[src/rtl/usr_ctrl_if.sv]
// Command handshake bundle for the universal-shift-register sequencer.
// The master issues commands; the slave (usr_ctrl) raises cmd_ready when it can accept one.
interface usr_ctrl_if #(
    parameter int unsigned WIDTH = 4,
    parameter int unsigned CNT_W = 3
);
    logic             cmd_valid;
    logic             cmd_ready;
    logic [1:0]       cmd_op;
    logic [CNT_W-1:0] cmd_cnt;
    logic [WIDTH-1:0] cmd_din;
    logic             cmd_sin;

    modport master (
        output cmd_valid, cmd_op, cmd_cnt, cmd_din, cmd_sin,
        input  cmd_ready
    );

    modport slave (
        input  cmd_valid, cmd_op, cmd_cnt, cmd_din, cmd_sin,
        output cmd_ready
    );
endinterface

[src/rtl/usr_ctrl.sv]
// Command sequencer for a 4-bit universal shift register: load, multi-cycle shift, clear.
// Optional macro USR_ROTATE_EN turns op 11 into rotate-right by cnt.
module usr_ctrl #(
    parameter int unsigned WIDTH = 4,
    parameter int unsigned CNT_W = 3
) (
    input  logic             clk,
    input  logic             rst,
    usr_ctrl_if.slave        cmd,
    input  logic [WIDTH-1:0] usr_q,
    output logic [1:0]       usr_sel,
    output logic [WIDTH-1:0] usr_pdata,
    output logic             usr_sr_in,
    output logic             usr_sl_in,
    output logic             busy,
    output logic             done
);

    typedef enum logic [1:0] {StIdle, StExec, StDone} state_e;

    localparam logic [1:0] OpLoad  = 2'b00;
    localparam logic [1:0] OpShr   = 2'b01;
    localparam logic [1:0] OpShl   = 2'b10;
    localparam logic [1:0] SelHold = 2'b00;
    localparam logic [1:0] SelShr  = 2'b01;
    localparam logic [1:0] SelShl  = 2'b10;
    localparam logic [1:0] SelLoad = 2'b11;

    state_e           state;
    logic [CNT_W-1:0] count;
    logic             sr_in_q;
    logic             multi;

`ifdef USR_ROTATE_EN
    logic rot;
    assign multi     = (cmd.cmd_op != OpLoad);
    // Rotation feeds back the live LSB so each cycle sees the freshly shifted value.
    assign usr_sr_in = rot ? usr_q[0] : sr_in_q;
`else
    logic unused_usr_q;
    assign multi        = (cmd.cmd_op == OpShr) || (cmd.cmd_op == OpShl);
    assign usr_sr_in    = sr_in_q;
    assign unused_usr_q = ^usr_q;
`endif

    assign cmd.cmd_ready = (state == StIdle);

    always_ff @(posedge clk or negedge rst) begin
        if (!rst) begin
            state     <= StIdle;
            count     <= '0;
            usr_sel   <= SelHold;
            usr_pdata <= '0;
            sr_in_q   <= 1'b0;
            usr_sl_in <= 1'b0;
            busy      <= 1'b0;
            done      <= 1'b0;
`ifdef USR_ROTATE_EN
            rot       <= 1'b0;
`endif
        end else begin
            unique case (state)
                StIdle: begin
                    if (cmd.cmd_valid) begin
                        busy <= 1'b1;
                        if (multi && cmd.cmd_cnt == '0) begin
                            state <= StDone;
                            done  <= 1'b1;
                        end else begin
                            state <= StExec;
                            // Single-cycle ops load 1 so EXEC always ends on count==1.
                            count <= multi ? cmd.cmd_cnt : CNT_W'(1);
                            unique case (cmd.cmd_op)
                                OpLoad: begin
                                    usr_sel   <= SelLoad;
                                    usr_pdata <= cmd.cmd_din;
                                end
                                OpShr: begin
                                    usr_sel <= SelShr;
                                    sr_in_q <= cmd.cmd_sin;
                                end
                                OpShl: begin
                                    usr_sel   <= SelShl;
                                    usr_sl_in <= cmd.cmd_sin;
                                end
                                default: begin
`ifdef USR_ROTATE_EN
                                    usr_sel <= SelShr;
                                    rot     <= 1'b1;
`else
                                    usr_sel   <= SelLoad;
                                    usr_pdata <= '0;
`endif
                                end
                            endcase
                        end
                    end
                end
                StExec: begin
                    if (count == CNT_W'(1)) begin
                        state     <= StDone;
                        done      <= 1'b1;
                        usr_sel   <= SelHold;
                        usr_pdata <= '0;
                        sr_in_q   <= 1'b0;
                        usr_sl_in <= 1'b0;
`ifdef USR_ROTATE_EN
                        rot       <= 1'b0;
`endif
                    end else begin
                        count <= count - CNT_W'(1);
                    end
                end
                StDone: begin
                    state <= StIdle;
                    done  <= 1'b0;
                    busy  <= 1'b0;
                end
                default: state <= StIdle;
            endcase
        end
    end

endmodule

[src/flat_wrapper.sv]
// flat-port wrapper written by rule: the top's interface ports become plain ports
module usr_ctrl_flat 
#(
    parameter int unsigned WIDTH = 4,
    parameter int unsigned CNT_W = 3
)
  (clk, rst, usr_q, usr_sel, usr_pdata, usr_sr_in, usr_sl_in, busy, done, cmd_cmd_valid, cmd_cmd_op, cmd_cmd_cnt, cmd_cmd_din, cmd_cmd_sin, cmd_cmd_ready);
  usr_ctrl_if #(.WIDTH(WIDTH), .CNT_W(CNT_W)) cmd_i ();
  input  logic clk;
  input  logic rst;
  input  logic [WIDTH-1:0] usr_q;
  output logic [1:0] usr_sel;
  output logic [WIDTH-1:0] usr_pdata;
  output logic usr_sr_in;
  output logic usr_sl_in;
  output logic busy;
  output logic done;
  input wire logic [$bits(cmd_i.cmd_valid)-1:0] cmd_cmd_valid;
  input wire logic [$bits(cmd_i.cmd_op)-1:0] cmd_cmd_op;
  input wire logic [$bits(cmd_i.cmd_cnt)-1:0] cmd_cmd_cnt;
  input wire logic [$bits(cmd_i.cmd_din)-1:0] cmd_cmd_din;
  input wire logic [$bits(cmd_i.cmd_sin)-1:0] cmd_cmd_sin;
  output wire logic [$bits(cmd_i.cmd_ready)-1:0] cmd_cmd_ready;
  assign cmd_i.cmd_valid = cmd_cmd_valid;
  assign cmd_i.cmd_op = cmd_cmd_op;
  assign cmd_i.cmd_cnt = cmd_cmd_cnt;
  assign cmd_i.cmd_din = cmd_cmd_din;
  assign cmd_i.cmd_sin = cmd_cmd_sin;
  assign cmd_cmd_ready = cmd_i.cmd_ready;
  usr_ctrl #(.WIDTH(WIDTH), .CNT_W(CNT_W)) u_core (.clk(clk), .rst(rst), .cmd(cmd_i), .usr_q(usr_q), .usr_sel(usr_sel), .usr_pdata(usr_pdata), .usr_sr_in(usr_sr_in), .usr_sl_in(usr_sl_in), .busy(busy), .done(done));
endmodule
[config.mk]
export PLATFORM = sky130hd
export DESIGN_NAME = usr_ctrl_flat
export DESIGN_NICKNAME = d
export VERILOG_FILES = /design/src/rtl/usr_ctrl_if.sv /design/src/rtl/usr_ctrl.sv /design/src/flat_wrapper.sv
export SDC_FILE = /design/constraint.sdc
export NUM_CORES = 1
export LEC_CHECK = 0
export ABC_AREA = 1
export BUFFER_PORTS_ARGS = -buffer_cell sky130_fd_sc_hd__buf_2
export CAP_MARGIN = 20
export CORE_MARGIN = 10
export CORE_UTILIZATION = 51
export CTS_BUF_LIST = sky130_fd_sc_hd__clkbuf_16
export CTS_CLUSTER_DIAMETER = 120
export DETAILED_ROUTE_END_ITERATION = 8
export PLACE_DENSITY = 0.87
export RECOVER_POWER = 100
export SLEW_MARGIN = 15
export SYNTH_ARGS = -nofsm -noshare
export SYNTH_HDL_FRONTEND = slang
export SYNTH_SLANG_ARGS = --single-unit
[constraint.sdc]
create_clock -name clk -period 1.9 [get_ports clk]
set_input_delay 0.38 -clock clk [delete_from_list [all_inputs] [get_ports clk]]
set_output_delay 0.38 -clock clk [all_outputs]
set_load 0.03 [all_outputs]
==> results of run 1 <==
## placed cells by master, fill, tap and decap left out
cell type	n
a21oi_1	1
a21oi_2	1
a21oi_4	1
a31oi_1	1
buf_2	11
buf_4	1
clkbuf_1	11
clkbuf_16	3
clkbuf_2	1
dfrtp_1	15
ha_1	10
inv_1	17
inv_2	1
nand2_1	32
nand3_1	5
nand3_2	3
nand3_4	1
nand4_1	9
nor2_1	21
nor2_2	1
nor2_4	1
o21a_1	1
o21ai_0	3
o21ai_1	2
o22ai_1	1
or2_2	1
## registers in the layout (all words and copies together), names as in the netlist
register and count:
u_core.count 3, u_core.busy 1, u_core.usr_sel 2, u_core.usr_sl_in 1
u_core.state 2, u_core.usr_sr_in 1, u_core.done 1, u_core.usr_pdata 4
## routing by layer
metal	wire, um	GRT usage	up-vias
met5	0	0	-
met4	32	0.0428	0
met3	112	0.0378	4
met2	1180	0.208	16
met1	1000	0.129	422
li1	-	-	468
## cell families after synthesis
logic type / share of synthesized area
compound gates: 0.0810
fa+ha+maj: 0.123
buf+inv: 0.0883
flops: 0.368
simple gates: 0.340
## per-stage QoR
| stage | area, um^2 | hold slack (ps) | instances |
|---|---|---|---|
| floorplan | 1020 | 84.4 | 130 |
| global placement | 1150 | 300 | 178 |
| detailed placement | 1150 | 305 | 178 |
| CTS | 1230 | 45.3 | 182 |
| global route | 1210 | 271 | 182 |
| finish | 1210 | 193 | 182 |
## final cells by class
| type | instances | area [um^2] | area share |
|---|---|---|---|
| tap | 27 | 33.8 | 0.0279 |
| sequential | 15 | 375 | 0.310 |
| clock inverter | 1 | 3.75 | 0.00310 |
| timing repair buffer | 24 | 109 | 0.0898 |
| inverter | 17 | 63.8 | 0.0526 |
| multi-input combinational | 95 | 552 | 0.455 |
| clock buffer | 3 | 75.1 | 0.0619 |
## worst max path at each step
stage | slack, ps | to | cells after the start | startpoint
final | 120 | cmd_cmd_ready | 3 | u_core.state[0]$_DFFE_PN0P_
after global routing | 50 | u_core.count[0]$_DFFE_PN0P_ | 7 | u_core.state[0]$_DFFE_PN0P_
after detailed placement | 30 | u_core.count[0]$_DFFE_PN0P_ | 8 | cmd_cmd_op[0]
after floorplan | 300 | u_core.usr_pdata[0]$_DFFE_PN0P_ | 7 | u_core.state[0]$_DFFE_PN0P_
after global placement | 110 | u_core.count[0]$_DFFE_PN0P_ | 8 | cmd_cmd_op[0]
after CTS | 160 | cmd_cmd_ready | 3 | u_core.state[0]$_DFFE_PN0P_
## report_power, final
group	total (uW)	switching [uW]	internal, uW
combinational	1360	954	411
clock	405	126	279
sequential	576	93.7	483
## critical path, cell delays in order, from the launching register on
cell      delay, ps
dfrtp_1         410
inv_1            90
ha_1            370
clkbuf_2        280
==> out/qor.csv, run 1 <==
stage,metric,value,unit
drt,Detail Route Antenna Nets,0,
drt,routed wire length,2330,um
timing,Final min period,1780,ps
clock_tree,CTS Buffer Depth,2,
run_status,outcome,"finished, final reports clean",
drt,drt first pass iters,4,
drt,Remaining DRCs,0,
timing,RSZ-0062 raised after global routing,false,
logic_synthesis,leading area contributor after synthesis,dfrtp_1,
power,pwr dens,1930,nW/um^2
floorplan,Chip Width,64.7,um
floorplan,Placeable Area,1920,um^2
floorplan,row count,16,
logic_synthesis,synth top area cells,"dfrtp_1 (37%), ha_1 (12%), nand2_1 (12%), nor2_1 (7.4%), inv_1 (5.9%)",
clock_tree,clock sinks,15,
floorplan,Die Area,4190,um^2
grt,initial antenna violation count,0,
clock_tree,Post-CTS Setup Bufs,0,
placement,IO buf count,23,
grt,GRT Overall Usage,0.118,
logic_synthesis,synth unique cells,21,
logic_synthesis,synthesized area,1020,um^2
cells_and_area,Post-layout nets,183,
setup_path,critical path endpoint category,output pin,
logic_synthesis,register area share after synthesis,0.368,
timing,Max Transition Viols Final,0,
min_path,HP Class,in2async,
logic_synthesis,number of synthesized flops with an enable pin,0,
cells_and_area,Area Overhead vs Synth,18.9,%
timing,Slew @ Worst Pin,787,ps
drt,WL per Instance,12.8,um
clock_tree,CTS Buf Count,3,
timing,Clock Skews,0.907,ps
cells_and_area,final core occ,0.631,
logic_synthesis,Post-synth ARST share,1.00,
drt,First DRT Iteration DRCs,17,
cells_and_area,layout cells sized above 1,0.168,
power,worst vdd ir,1.04,mV
timing,period utilisation layout,0.935,
cells_and_area,antenna cell count,0,
logic_synthesis,Synth Register Bits,15,
drt,drt via density,5.00,
floorplan,I/O pin cnt,28,
grt,vias in the first global route,865,
logic_synthesis,Yosys Warn Count,0,
run,max-capacitance violation count,0,
clock_tree,H-tree depth,1,
clock_tree,CTS hold repair buffers,0,
logic_synthesis,top-count cell post-synth,nand2_1,
setup_path,reg2reg setup slack,180,ps
placement,HPWL after detailed placement,1740,um
grt,GRT overflow,0,
floorplan,Die Y,64.7,um
setup_path,FF-to-FF path depth,7,
clock_tree,post-CTS sizing,0,
logic_synthesis,Synth top area share,0.368,
grt,first-pass GRT wire length,4020,um
setup_path,crit path launch type,flop,
setup_path,"Arr. time, crit path",1400,ps
timing,worst setup margin,124,ps
setup_path,R2R Path End,u_core.usr_pdata[3]$_DFFE_PN0P_,
placement,GP Congestion,0.834,
setup_path,highest fanout seen on the critical path,8,
cells_and_area,Fillers,169,
setup_path,kind of critical path,reg2out,
timing,fmax,563,MHz
clock_tree,clock tree from TritonCTS,built,
timing,Final Hold Viols,0,
clock_tree,clk_lat worst skew,240,ps
placement,pre-CTS WS,30.7,ps
setup_path,Required @ worst endpoint,1520,ps
drt,vias,910,
timing,Post-Route Setup TNS,0,ps
logic_synthesis,top_reg_cell synth,dfrtp_1,
power,"Power, Total",2350,uW
grt,largest net degree at the start of global routing,16,
timing,Setup Viol. Count Final,0,
logic_synthesis,Mapped Nets,157,
logic_synthesis,"Avg Cell Area, Syn",7.84,um^2
logic_synthesis,Commonest cells post-synth,"nand2_1 (32), nor2_1 (20), inv_1 (16)",
setup_path,reg2reg start,u_core.state[0]$_DFFE_PN0P_,
logic_synthesis,Synth Instances,130,
power,P_leak,0.000648,uW
clock_tree,Root Buffer,clkbuf_16,
timing,slew margin rel.,0.475,
floorplan,Starting Density,0.531,
clock_tree,clk slew on worst S/H paths,50,ps
Power figures use the tool's default switching activity.
==> run 2, diff against run 1 <==
--- a/config.mk
+++ b/config.mk
@@ -8,6 +8,7 @@
 export ABC_AREA = 1
 export BUFFER_PORTS_ARGS = -buffer_cell sky130_fd_sc_hd__buf_2
 export CAP_MARGIN = 20
+export CORE_ASPECT_RATIO = 0.9
 export CORE_MARGIN = 10
 export CORE_UTILIZATION = 51
 export CTS_BUF_LIST = sky130_fd_sc_hd__clkbuf_16
@@ -15,6 +16,7 @@
 export DETAILED_ROUTE_END_ITERATION = 8
 export PLACE_DENSITY = 0.87
 export RECOVER_POWER = 100
+export SKIP_CTS_REPAIR_TIMING = 1
 export SLEW_MARGIN = 15
 export SYNTH_ARGS = -nofsm -noshare
 export SYNTH_HDL_FRONTEND = slang
==> run 2 against run 1 <==
  * Wire length rose by 0.21%
  * Sequential share of layout area rose by 0.32 points
  * Register-to-register slack improved by 50 ps
  * Setup slack improved by 41 ps
  * Sequential power barely moved
  * Utilization fell by 0.41 points
  * Design area fell by 1.0%
  * Die area barely moved
  * Clock skew rose by 1.8 ps
  * Total power fell by 1.0%
  * Critical endpoint unchanged
==> out/qor.csv, run 2 (synthesis gave the netlist of run 1 again) <==
stage,metric,value,unit,change
cells_and_area,Post-layout nets,183,,unchanged
timing,slew margin rel.,0.445,,was 0.475
timing,Post-Route Setup TNS,0,ps,unchanged
run,max-capacitance violation count,0,,unchanged
min_path,HP Class,in2async,,unchanged
grt,initial antenna violation count,0,,unchanged
floorplan,Starting Density,0.533,,was 0.531
clock_tree,clk slew on worst S/H paths,50,ps,about the same
power,clock share of power,0.175,,was 0.173
placement,placed cell count,176,,was 178
power,sequential power share,0.248,,was 0.246
drt,WL per Instance,13.0,um,was 12.8 um
cells_and_area,layout cells sized above 1,0.161,,was 0.168
placement,IO buf count,23,,unchanged
setup_path,critical path endpoint category,output pin,,unchanged
setup_path,reg2reg setup slack,230,ps,was 180 ps
grt,vias in the first global route,1013,,was 865
drt,vias,912,,was 910
cells_and_area,most frequent cells in the layout,"nand2_1 (32), nor2_1 (20), inv_1 (18), dfrtp_1 (15)",,"was nand2_1 (32), nor2_1 (21), inv_1 (17), dfrtp_1 (15)"
placement,pre-CTS WS,54.4,ps,was 30.7 ps
grt,first-pass GRT wire length,4240,um,was 4020 um
power,logic gate share of total power,0.577,,was 0.582
power,switch share,0.497,,was 0.500
cells_and_area,area of the multi-input gates,542,um^2,was 552 um^2
cells_and_area,Reg area,375,um^2,unchanged
timing,Max Transition Viols Final,0,,unchanged
drt,drt first pass iters,4,,unchanged
cells_and_area,biggest regs,"u_core.usr_pdata: 4 flops, u_core.count: 3 flops",,unchanged
clock_tree,clk_lat worst skew,250,ps,was 240 ps
timing,Slew @ Worst Pin,832,ps,was 787 ps
cells_and_area,antenna cell count,0,,unchanged
placement,GP Congestion,0.913,,was 0.834
timing,Final Hold Viols,0,,unchanged
clock_tree,CTS Buffer Depth,2,,unchanged
floorplan,I/O pin cnt,28,,unchanged
cells_and_area,"Most flops, register",u_core.usr_pdata,,unchanged
cells_and_area,"Cell Count, Final, Fillers Out",180,,was 182
floorplan,Chip Width,67.1,um,was 64.7 um
floorplan,Die Area,4190,um^2,about the same
power,worst vdd ir,1.48,mV,was 1.04 mV
floorplan,Placeable Area,1910,um^2,was 1920 um^2
power,P_leak,0.000646,uW,was 0.000648 uW
clock_tree,Root Buffer,clkbuf_16,,unchanged
timing,fmax,576,MHz,was 563 MHz
power,Pint,1170,uW,about the same
cells_and_area,"commonest non-fill, non-tap cell in the layout",nand2_1,,unchanged
floorplan,Die Y,62.4,um,was 64.7 um
timing,Final min period,1740,ps,was 1780 ps
drt,Remaining DRCs,0,,unchanged
drt,First DRT Iteration DRCs,55,,was 17
run_status,outcome,"finished, final reports clean",,unchanged
cells_and_area,Largest register FFs,4,,unchanged
setup_path,crit path launch type,flop,,unchanged
floorplan,row count,15,,was 16
timing,Clock Skews,2.69,ps,was 0.907 ps
clock_tree,clock tree from TritonCTS,built,,unchanged
setup_path,kind of critical path,reg2out,,unchanged
setup_path,Required @ worst endpoint,1520,ps,about the same
clock_tree,CTS Buf Count,3,,unchanged
cells_and_area,Fillers,182,,was 169
setup_path,highest fanout seen on the critical path,8,,unchanged
clock_tree,H-tree depth,1,,unchanged
grt,largest net degree at the start of global routing,16,,unchanged
drt,drt via density,5.07,,was 5.00
grt,GRT Overall Usage,0.123,,was 0.118
power,pwr dens,1930,nW/um^2,about the same
timing,worst setup margin,165,ps,was 124 ps
clock_tree,clock sinks,15,,unchanged
power,Sw Pwr,1150,uW,was 1170 uW
drt,Detail Route Antenna Nets,0,,unchanged
timing,period utilisation layout,0.913,,was 0.935
placement,HPWL after detailed placement,1750,um,was 1740 um
setup_path,"Arr. time, crit path",1360,ps,was 1400 ps
cells_and_area,Area Overhead vs Synth,17.7,%,was 18.9%
timing,Setup Viol. Count Final,0,,unchanged
grt,GRT overflow,0,,unchanged
timing,Hold WS,212,ps,was 193 ps
drt,routed wire length,2340,um,was 2330 um
timing,RSZ-0062 raised after global routing,false,,unchanged
## run 2: changes by cell type in the layout (fill, tap and decap cells not counted)
cell and change:
nor2_2 +1, nand3_1 +1, nand3_4 -1, nor2_1 -1
inv_1 +1, inv_2 -1
## run 2: area by class of cell
| class | instances | share of cell area |
|---|---|---|
| multi-input combinational | 95 | 0.452 |
| sequential | 15 | 0.313 |
| clock buffer | 3 | 0.0626 |
| tap | 25 | 0.0261 |
| clock inverter | 1 | 0.00313 |
| inverter | 17 | 0.0532 |
| timing repair buffer | 24 | 0.0907 |
## run 2: power by group through the flow
stage / Clock [uW] / Sequential (uW) / Combinational [uW]
after floorplan: 0 / 776 / 885
after global placement: 0 / 567 / 1350
after detailed placement: 0 / 575 / 1400
after CTS: 416 / 573 / 1410
after global routing: 419 / 598 / 1530
final: 406 / 575 / 1340
## run 2: worst paths after layout
check,startpoint,to,cells after the start
max,u_core.state[0]$_DFFE_PN0P_,cmd_cmd_ready,3
min in group clk,u_core.usr_pdata[0]$_DFFE_PN0P_,u_core.usr_pdata[0]$_DFFE_PN0P_,2
min reg2reg,u_core.usr_pdata[0]$_DFFE_PN0P_,u_core.usr_pdata[0]$_DFFE_PN0P_,2
min,rst,u_core.state[0]$_DFFE_PN0P_,1
max reg2reg,u_core.state[0]$_DFFE_PN0P_,u_core.usr_sel[1]$_DFFE_PN0P_,8
max in group asynchronous,rst,u_core.usr_pdata[0]$_DFFE_PN0P_,1
## run 2: worst max-delay path, cell delays in order (launching register included)
cell      delay [ps]
dfrtp_1          390
inv_1             90
ha_1             350
clkbuf_2         270
## run 2: through the flow
| step | utilization | area, um^2 | total power (uW) |
|---|---|---|---|
| finish | 0.627 | 1200 | 2320 |
| global route | 0.627 | 1200 | 2550 |
| CTS | 0.641 | 1230 | 2400 |
| detailed placement | 0.599 | 1150 | 1970 |
| global placement | 0.599 | 1150 | 1920 |
| floorplan | - | 1020 | 1660 |
## run 2: metal layers
layer	track usage	up-vias	part of all wire
li1	-	467	-
met3	0.0502	2	0.067
met1	0.146	420	0.45
met5	0	-	0
met4	0.0256	0	0.0073
met2	0.200	23	0.47
